### config.mk
export PLATFORM = sky130hd
export DESIGN_NAME = operand_entry
export DESIGN_NICKNAME = d
export VERILOG_FILES = /design/src/rtl/operand_entry_pkg.sv /design/src/rtl/operand_entry_key_debounce.sv /design/src/rtl/operand_entry.sv
export SDC_FILE = /design/constraint.sdc
export NUM_CORES = 1
export LEC_CHECK = 0
export BUFFER_PORTS_ARGS = -buffer_cell sky130_fd_sc_hd__buf_2
export CAP_MARGIN = 20
export CORE_ASPECT_RATIO = 0.5
export CORE_MARGIN = 2
export CORE_UTILIZATION = 30
export DETAILED_ROUTE_END_ITERATION = 10
export RECOVER_POWER = 25
export SKIP_CTS_REPAIR_TIMING = 1
export SLEW_MARGIN = 15
export SYNTH_ARGS = -nofsm -noshare
export SYNTH_HDL_FRONTEND = slang
export SYNTH_HIERARCHICAL = 1
export SYNTH_SLANG_ARGS = --single-unit
### constraint.sdc
create_clock -name clk -period 2.4 [get_ports clk]
set_clock_uncertainty 0.05 [all_clocks]
set_input_delay 0.36 -clock clk [delete_from_list [all_inputs] [get_ports clk]]
set_output_delay 0.36 -clock clk [all_outputs]
set_load 0.01 [all_outputs]
### src/rtl/operand_entry_pkg.sv
// Shared types and defaults for the operand-entry front end of the
// min/max comparator display.
package operand_entry_pkg;

    typedef enum logic [1:0] {
        LOAD_A = 2'd0,
        LOAD_B = 2'd1,
        SHOW   = 2'd2
    } entry_state_e;

    // 10 ms hold time at a 50 MHz system clock
    localparam int DEFAULT_DEBOUNCE_CYCLES = 500000;

endpackage : operand_entry_pkg

### src/rtl/operand_entry_key_debounce.sv
// Per-key 2-flop synchroniser, hold-time debouncer and press pulse
// generator. The key is active-low, so a press is a stable 1->0 edge.
module key_debounce #(
    parameter int DEBOUNCE_CYCLES = operand_entry_pkg::DEFAULT_DEBOUNCE_CYCLES
) (
    input  logic clk,
    input  logic rst_n,
    input  logic key_n,
    output logic press
);

    localparam int CNT_W = (DEBOUNCE_CYCLES > 2) ? $clog2(DEBOUNCE_CYCLES) : 1;
    localparam logic [CNT_W-1:0] CNT_ONE  = CNT_W'(1);
    localparam logic [CNT_W-1:0] CNT_LAST = CNT_W'(DEBOUNCE_CYCLES - 1);

    logic             sync_p0;
    logic             sync_p1;
    logic [CNT_W-1:0] cnt;
    logic             stable;
    logic             stable_d;

    // Synchroniser: idles high so a released key looks released out of reset
    always_ff @(posedge clk) begin
        if (!rst_n) begin
            sync_p0 <= 1'b1;
            sync_p1 <= 1'b1;
        end else begin
            sync_p0 <= key_n;
            sync_p1 <= sync_p0;
        end
    end

    // Debounce: a new level must persist for DEBOUNCE_CYCLES samples
    always_ff @(posedge clk) begin
        if (!rst_n) begin
            stable <= 1'b1;
            cnt    <= '0;
        end else if (sync_p1 == stable) begin
            cnt <= '0;
        end else if (cnt == CNT_LAST) begin
            stable <= sync_p1;
            cnt    <= '0;
        end else begin
            cnt <= cnt + CNT_ONE;
        end
    end

    // Press pulse: one cycle after the stable level falls
    always_ff @(posedge clk) begin
        if (!rst_n) begin
            stable_d <= 1'b1;
            press    <= 1'b0;
        end else begin
            stable_d <= stable;
            press    <= stable_d & ~stable;
        end
    end

endmodule : key_debounce

### src/rtl/operand_entry.sv
// Operand-entry front end: synchronises the switches, debounces the load
// and mode keys, and sequences operand capture for the comparator stage.
module operand_entry
    import operand_entry_pkg::*;
#(
    parameter int DEBOUNCE_CYCLES = DEFAULT_DEBOUNCE_CYCLES,
    parameter int W               = 4
) (
    input  logic         clk,
    input  logic         rst_n,
    input  logic [W-1:0] sw,
    input  logic         key_load_n,
    input  logic         key_mode_n,
    output logic [W-1:0] a,
    output logic [W-1:0] b,
    output logic         c,
    output logic         ready,
    output logic [1:0]   stage
);

    logic [W-1:0] sw_p0;
    logic [W-1:0] sw_s;
    logic         load_press;
    logic         mode_press;
    entry_state_e state;

    always_ff @(posedge clk) begin
        if (!rst_n) begin
            sw_p0 <= '0;
            sw_s  <= '0;
        end else begin
            sw_p0 <= sw;
            sw_s  <= sw_p0;
        end
    end

    key_debounce #(
        .DEBOUNCE_CYCLES(DEBOUNCE_CYCLES)
    ) u_load_key (
        .clk  (clk),
        .rst_n(rst_n),
        .key_n(key_load_n),
        .press(load_press)
    );

    key_debounce #(
        .DEBOUNCE_CYCLES(DEBOUNCE_CYCLES)
    ) u_mode_key (
        .clk  (clk),
        .rst_n(rst_n),
        .key_n(key_mode_n),
        .press(mode_press)
    );

    // Entry sequencer; mode toggling is independent of the load sequence
    always_ff @(posedge clk) begin
        if (!rst_n) begin
            state <= LOAD_A;
            a     <= '0;
            b     <= '0;
            c     <= 1'b0;
            ready <= 1'b0;
        end else begin
            case (state)
                LOAD_A: begin
                    if (load_press) begin
                        a     <= sw_s;
                        state <= LOAD_B;
                    end
                end
                LOAD_B: begin
                    if (load_press) begin
                        b     <= sw_s;
                        ready <= 1'b1;
                        state <= SHOW;
                    end
                end
                SHOW: begin
                    if (load_press) begin
                        a     <= sw_s;
                        ready <= 1'b0;
                        state <= LOAD_B;
                    end
                end
                default: begin
                    ready <= 1'b0;
                    state <= LOAD_A;
                end
            endcase
            if (mode_press) begin
                c <= ~c;
            end
        end
    end

    assign stage = state;

endmodule : operand_entry

==> results.md, run 1 <==
* CTS H-Tree Depth at 3
* Core ar. at 0.00880 mm2
* Worst-case clock buffer depth at 2
* Cell Area, Synth at ~0.0028 mm2
* Pleak at 1.08 nW
* Status: complete, no violations
* Final setup violation count at 0
* Die footprint at approximately 0.01 mm2
* Largest net degree at the start of global routing at 24
* P&R area growth vs syn at 19.0%
* Sequential fraction of the synthesis area at 0.494
* Post-Synth Simple-Gate Area at 0.290
* Crit-path max FO at 7
* Met3 wire length at between 200 and 250 um
* Post-synth EDFFs at 0
* Chip height at 71.8 um
* Fmax at approximately 500 MHz
* Fin. max-slew vios at 0
* DRT antenna net count at 0
* Final Cell Area at roughly 0.0033 mm2
* Inserted Clock Buffers at 9
* DP Wirelength at 3140 um
* DR vias/cell at 4.57
* Combinational share of power at 0.014
* Most used flip-flop cell after synthesis: dfxtp_1
* Leading area contributor after synthesis: dfxtp_1
* Via count at 2005
* Pre-CTS setup slack at approximately 0.42 ns
* Hold/Removal Path Class: input pin to register
* Worst-Margin Slew at 0.799 ns
* Clock Latency Late Sink at around 0.32 ns
* Final net count at ~330
* Yosys cell types at 43
* Hold Violations, Final at 0
* Worst setup SP type: register
* Initial Util at 0.313
* Placed cell areas at a little under 0.003 mm2
* Yosys reg bits at 68
* Post-synthesis adder-cell area fraction at 0.00908
* Register share of total power at 0.460
* FF/Latch Area at between 0.001 and 0.0015 mm2
* Critical Path Sink Type: register
* Largest family of logic cells by synthesized area: simple AND/OR/NAND/NOR gates
* Number of I/O pins at 20
* Drt first-iter violations at 114
* Minimum clock period at approximately 2 ns
* Fillers at between 800 and 900
* Gp weighted congestion at a little under 0.8
* Clk root buf: clkbuf_16
* Fraction of layout cells with a size suffix above 1 at 0.146
* WP data required at about 2.6 ns
* Syn_nets at 300
* First-pass GRT wire length at 7890 um
* Port-buffer cells at 19
* Avg Cell Area, Syn at 9.50 um2
* WP data arrival at approximately 2.2 ns
* Hold path start: key_mode_n
* Metal-1 WL at between 2000 and 2500 um
* CTS tree: done
* Switch share at 0.181
* CP Launch Point: u_mode_key/cnt[0]
* Top-area cell type share of the netlist area at 0.494
* Synth Area in Compound Gates at 0.0613
* Vias in the first global route at roughly 1800
* FFs w/ async S/R, synth at 0
* # DRC at 0
* Setup ws final at between 0.3 and 0.4 ns
* VDD IR-drop max at approximately 0.00025 V
* Post-synthesis mux area share at 0.0218
* Initial antenna violation count at 0
* Clock sinks at slightly below 70
* Grt ovf at 0
* Post-Synthesis Cells at just under 300
* Net load switching power at between 0.4 and 0.5 mW
* Max_cap viols at 0
* Pwr dens at approximately 760 mW/mm2
* Pint at roughly 2.0 mW
* Worst path cell trace: ha_1, nand3_2, or4_4, or3_1, a21oi_2
* DR pass1 iterations at 4
* Critical-path top delay cell: or4_4
* Fin crit share at 0.835
* Avg WL per Cell at approximately 10 um
* Footprint of the multi-input gates at around 0.0013 mm2
* Post-synthesis xor/xnor area fraction at 0.0922
* Final hold slack at 0.179 ns
* DR WL met2 at about 2000 um
* Setup CP Type: register to register
* RSZ-0062 raised after global routing: no
* Top cells by area, synth: dfxtp_1, xnor2_1, nor2_1
* TNS Setup at 0 ns
* Die W at between 100 and 150 um
* Slowest cell delay on critical path at just under 0.6 ns
* Rel. slew slack at 0.468
* Clk pin slew, worst setup/hold paths at 0.05 ns
* Synth warnings at 6
* Highest metal used: met4
* Antenna cells at 0
* Post-Route WL at approximately 4600 um
* # rows at 24
* Total power at roughly 2.5 mW
* GRT Total Usage at 0.0979
* Clock share of power at 0.526
* RR Startpoint: u_mode_key/cnt[0]
[synth_stat cells (all sizes together), types with 3 or more instances]
library cell and count:
a21oi 9, and2 13, buf 4, dfxtp 68
inv 13, mux2i 6, nand2 17, nand2b 5
nand3 16, nand4 13, nor2 37, nor2b 8
nor3 10, nor4 10, o21ai 6, o31ai 3
or4 5, xnor2 21, xor2 8
[critical path, delay by kind of cell (launching register included)]
kind            cells  cell delay, ns
flops               1            0.37
simple gates        3            1.12
fa+ha+maj           1            0.25
compound gates      1            0.14
[path summary, 6_finish.rpt]
kind                                           end  slack, ns  cells after the start
worst max register to register  u_mode_key/cnt[18]       0.40                      5
worst min register to register  u_mode_key/sync_p1       0.36                      1
worst min-delay path            u_mode_key/sync_p0       0.18                      2
worst max-delay path            u_mode_key/cnt[18]       0.40                      5
[stage by stage]
| stage | instances | util |
|---|---|---|
| 6_report | 439 | 0.373 |
| 5_1_grt | 439 | 0.373 |
| 4_1_cts | 439 | 0.373 |
| 3_5_place_dp | 424 | 0.339 |
| 3_3_place_gp | 424 | 0.339 |
| 2_1_floorplan | 290 | - |
[metal layers]
| layer | GRT usage | vias up |
|---|---|---|
| met2 | 0.151 | 38 |
| met4 | 0.0460 | 0 |
| met5 | 0 | - |
| met3 | 0.0428 | 8 |
| li1 | - | 1047 |
| met1 | 0.119 | 912 |
[placed cells by master, fill, tap and decap left out, types with 8 or more instances in the layout]
| master | count |
|---|---|
| nor4_1 | 10 |
| nand3_1 | 14 |
| a21oi_1 | 8 |
| nor3_1 | 10 |
| dfxtp_1 | 68 |
| xnor2_1 | 21 |
| nand2_1 | 17 |
| nand4_1 | 12 |
| inv_1 | 13 |
| and2_1 | 10 |
| buf_2 | 18 |
| nor2b_1 | 8 |
| clkbuf_16 | 9 |
| xor2_1 | 8 |
| nor2_1 | 37 |
[registers in the layout, summed over array words and instances (netlist names)]
| name | cells |
|---|---|
| u_mode_key/press | 1 |
| u_mode_key/cnt | 19 |
| u_mode_key/sync_p0 | 1 |
| u_load_key/cnt | 19 |
| ready | 1 |
| sw_s | 4 |
| sw_p0 | 4 |
| u_load_key/sync_p1 | 1 |
| u_mode_key/stable_d | 1 |
| u_mode_key/stable | 1 |
| u_mode_key/sync_p1 | 1 |
| a | 4 |
| b | 4 |
| stage | 2 |
| u_load_key/stable_d | 1 |
| u_load_key/stable | 1 |
| u_load_key/press | 1 |
| u_load_key/sync_p0 | 1 |
| c | 1 |
[power groups by stage]
stage	clock network, mW	logic [mW]	registers (mW)
5_1_grt	1.38	0.0401	1.15
3_3_place_gp	0	0.0368	1.17
4_1_cts	1.35	0.0374	1.15
3_5_place_dp	0	0.0373	1.17
6_report	1.31	0.0355	1.15
2_1_floorplan	0	0.0229	1.17
[cell families after synthesis]
kind of cell	after synthesis
xor+xnor	29
fa+ha+maj	2
compound gates	23
buf+inv	18
mux	6
flops	68
simple gates	144
[area by class of cell]
type / instances / share of cell area
inverter: 13 / 0.0149
clock inverter: 1 / 0.00916
sequential: 68 / 0.415
multi-input combinational: 204 / 0.398
tap: 117 / 0.0446
timing repair buffer: 22 / 0.0343
clock buffer: 14 / 0.0836
No activity file was read; power rests on OpenSTA's default activity.
==> inputs of run 2 (changes only) <==
--- a/config.mk
+++ b/config.mk
@@ -5,6 +5,7 @@
 export SDC_FILE = /design/constraint.sdc
 export NUM_CORES = 1
 export LEC_CHECK = 0
+export ABC_AREA = 1
 export BUFFER_PORTS_ARGS = -buffer_cell sky130_fd_sc_hd__buf_2
 export CAP_MARGIN = 20
 export CORE_ASPECT_RATIO = 0.5
==> constraint.sdc (replaced) <==
create_clock -name clk -period 2.1 [get_ports clk]
set_clock_uncertainty 0.05 [all_clocks]
set_input_delay 0.315 -clock clk [delete_from_list [all_inputs] [get_ports clk]]
set_output_delay 0.315 -clock clk [all_outputs]
set_load 0.01 [all_outputs]
==> results.md, run 2 <==
* Chip height at 74.4 um (was 71.8 um)
* Cell Area, Synth at 0.00298 mm2 (was 0.00276 mm2)
* Slowest cell delay on critical path at 0.36 ns (was 0.58 ns)
* Top-area cell type share of the netlist area at 0.457 (was 0.494)
* Worst-case clock buffer depth at 2 (unchanged)
* WP depth at 6 (was 5)
* Gp weighted congestion at 0.743 (was 0.792)
* Rel. slew slack at 0.400 (was 0.468)
* Largest net degree at the start of global routing at 22 (was 24)
* Syn_nets at 427 (was 300)
* Pleak at 1.39 nW (was 1.08 nW)
* Clk root buf: clkbuf_16 (unchanged)
* Initial antenna violation count at 0 (unchanged)
* Die footprint at 0.0108 mm2 (was 0.0100 mm2)
* Initial Util at 0.312 (was 0.313)
* Post-Synthesis Cells at 417 (was 290)
* DP Wirelength at 3980 um (was 3140 um)
* Hold Violations, Final at 0 (unchanged)
* Most used flip-flop cell after synthesis: dfxtp_1 (unchanged)
* Leading area contributor after synthesis: dfxtp_1 (unchanged)
* Synth warnings at 6 (unchanged)
* CTS tree: done (unchanged)
* Top post-synthesis cells by count: nor2_1, nand2_1, dfxtp_1, inv_1 (was dfxtp_1, nor2_1, xnor2_1, nand2_1, nand3_1)
* Yosys reg bits at 68 (unchanged)
* Vias in the first global route at 2210 (was 1757)
* Fmax at 658 MHz (was 499 MHz)
* Fin. max-slew vios at 0 (unchanged)
* Metal-1 WL at 2730 um (was 2360 um)
* Via count at 2413 (was 2005)
* Worst-Margin Slew at 0.899 ns (was 0.799 ns)
* Total power at 2.97 mW (was 2.49 mW)
* Met3 wire length at 203 um (was 219 um)
* Utilization after layout at 0.371 (was 0.373)
* Final setup violation count at 0 (unchanged)
* Die W at 145 um (was 140 um)
* Largest regs: u_load_key/cnt (19), u_mode_key/cnt (19) (unchanged)
* Hold/Removal Path Class: input pin to register (unchanged)
* Yosys cell types at 23 (was 43)
* DR pass1 iterations at 4 (unchanged)
* Clock sinks at 68 (unchanged)
* Leading cell type in the layout, fill and taps excluded: nor2_1 (was dfxtp_1)
* Highest metal used: met4 (unchanged)
* Crit-path max FO at 3 (was 7)
* Most frequent cells in the layout: nor2_1, nand2_1, dfxtp_1 (was dfxtp_1, nor2_1, xnor2_1)
* Core ar. at 0.00954 mm2 (was 0.00880 mm2)
* Avg Cell Area, Syn at 7.14 um2 (was 9.50 um2)
* Antenna cells at 0 (unchanged)
* Number of I/O pins at 20 (unchanged)
* Critical-path top delay cell: nor3_1 (was or4_4)
* Clk pin slew, worst setup/hold paths at 0.05 ns (about the same)
* DR WL met2 at 2450 um (was 1970 um)
* # DRC at 0 (unchanged)
* Minimum clock period at 1.52 ns (was 2.00 ns)
* Critical Path Sink Type: register (unchanged)
* FFs w/ async S/R, synth at 0 (unchanged)
* Pwr dens at 840 mW/mm2 (was 760 mW/mm2)
* Final net count at 454 (was 328)
* Setup CP Type: register to register (unchanged)
* Top cells by area, synth: dfxtp_1, nor2_1, nand2_1 (was dfxtp_1, xnor2_1, nor2_1)
* Fraction of layout cells with a size suffix above 1 at 0.131 (was 0.146)
* TNS Setup at 0 ns (unchanged)
* WP data arrival at 1.69 ns (was 2.20 ns)
* CP Buf/Inv Count at 0 (unchanged)
* VDD IR-drop max at 0.000390 V (was 0.000252 V)
* WP data required at 2.27 ns (was 2.60 ns)
* Port-buffer cells at 19 (unchanged)
* Hold Path Depth at 3 (was 2)
* Clock Latency Late Sink at 0.33 ns (was 0.32 ns)
* Drt first-iter violations at 119 (was 114)
* FF-to-FF path depth at 6 (was 5)
* Inserted Clock Buffers at 9 (unchanged)
* DRT antenna net count at 0 (unchanged)
* Max_cap viols at 0 (unchanged)
* Final hold slack at 0.113 ns (was 0.179 ns)
* Most numerous cell in the Yosys netlist: nor2_1 (was dfxtp_1)
* Grt ovf at 0 (unchanged)
* GRT Total Usage at 0.115 (was 0.0979)
* P&R area growth vs syn at 18.8% (was 19.0%)
* Post-synth EDFFs at 0 (unchanged)
* Fin crit share at 0.723 (was 0.835)
* Worst setup SP type: register (unchanged)
* # rows at 25 (was 24)
* Cell family with most CP delay: simple AND/OR/NAND/NOR gates (unchanged)
* Sequential fraction of the synthesis area at 0.457 (was 0.494)
* Post-Route WL at 5490 um (was 4610 um)
* CTS H-Tree Depth at 3 (unchanged)
* Status: complete, no violations (unchanged)
* DR vias/cell at 4.13 (was 4.57)
* Worst path cell trace: ha_1, nand3_1, nor3_1, nand3_1, nor2_1, nor2_1 (was ha_1, nand3_2, or4_4, or3_1, a21oi_2)
* Avg WL per Cell at 9.41 um (was 10.5 um)
* First-pass GRT wire length at 9630 um (was 7890 um)
* RSZ-0062 raised after global routing: no (unchanged)
## run 2: report_power, final
group / switching (mW) / internal [mW]
combinational: 0.0250 / 0.0149
sequential: 0.00514 / 1.30
clock: 0.551 / 1.07
## run 2: tightest hold or removal path, cell delays in order
cell and delay, ns:
buf_2 0.07, nand2_1 0.04, inv_1 0.04
## run 2: layer usage
| layer | GRT usage | vias up |
|---|---|---|
| met5 | 0 | - |
| met4 | 0.0518 | 0 |
| met3 | 0.0412 | 10 |
| met2 | 0.190 | 24 |
| met1 | 0.137 | 1071 |
| li1 | - | 1308 |
## run 2: cells by family (layout without fill, tap and decap cells)
family | Yosys count | after routing | synth area share
adder cells (fa/ha/maj) | 2 | 2 | 0.00841
buffers and inverters | 65 | 97 | 0.0895
AND/OR/NAND/NOR | 242 | 242 | 0.349
flip-flops | 68 | 68 | 0.457
AO/OA/AOI/OAI | 18 | 18 | 0.0311
XOR/XNOR | 22 | 22 | 0.0647
## run 2: area by class of cell
type | instances | area, um2
Fill cell | 1017 | 6000
Sequential cell | 68 | 1360
Multi-Input combinational cell | 284 | 1350
Clock buffer | 10 | 239
Inverter | 61 | 234
Tap cell | 135 | 169
Timing Repair Buffer | 20 | 97.6
Clock inverter | 6 | 86.3
## run 2: stage by stage
step / instances / worst slack [ns] / cell area [um2]
4_1_cts: 584 / 0.593 / 3540
6_report: 584 / 0.581 / 3540
2_1_floorplan: 417 / 0.707 / 2980
5_1_grt: 584 / 0.450 / 3540
3_3_place_gp: 568 / 0.639 / 3220
3_5_place_dp: 568 / 0.598 / 3220
## run 2: worst paths after layout
kind	from	end	slack, ns
worst max register to register	u_load_key/cnt[0]	u_load_key/cnt[18]	0.58
worst max-delay path	u_load_key/cnt[0]	u_load_key/cnt[18]	0.58
worst min register to register	u_mode_key/stable_d	u_mode_key/press	0.36
worst min-delay path	sw[0]	sw_p0[0]	0.11
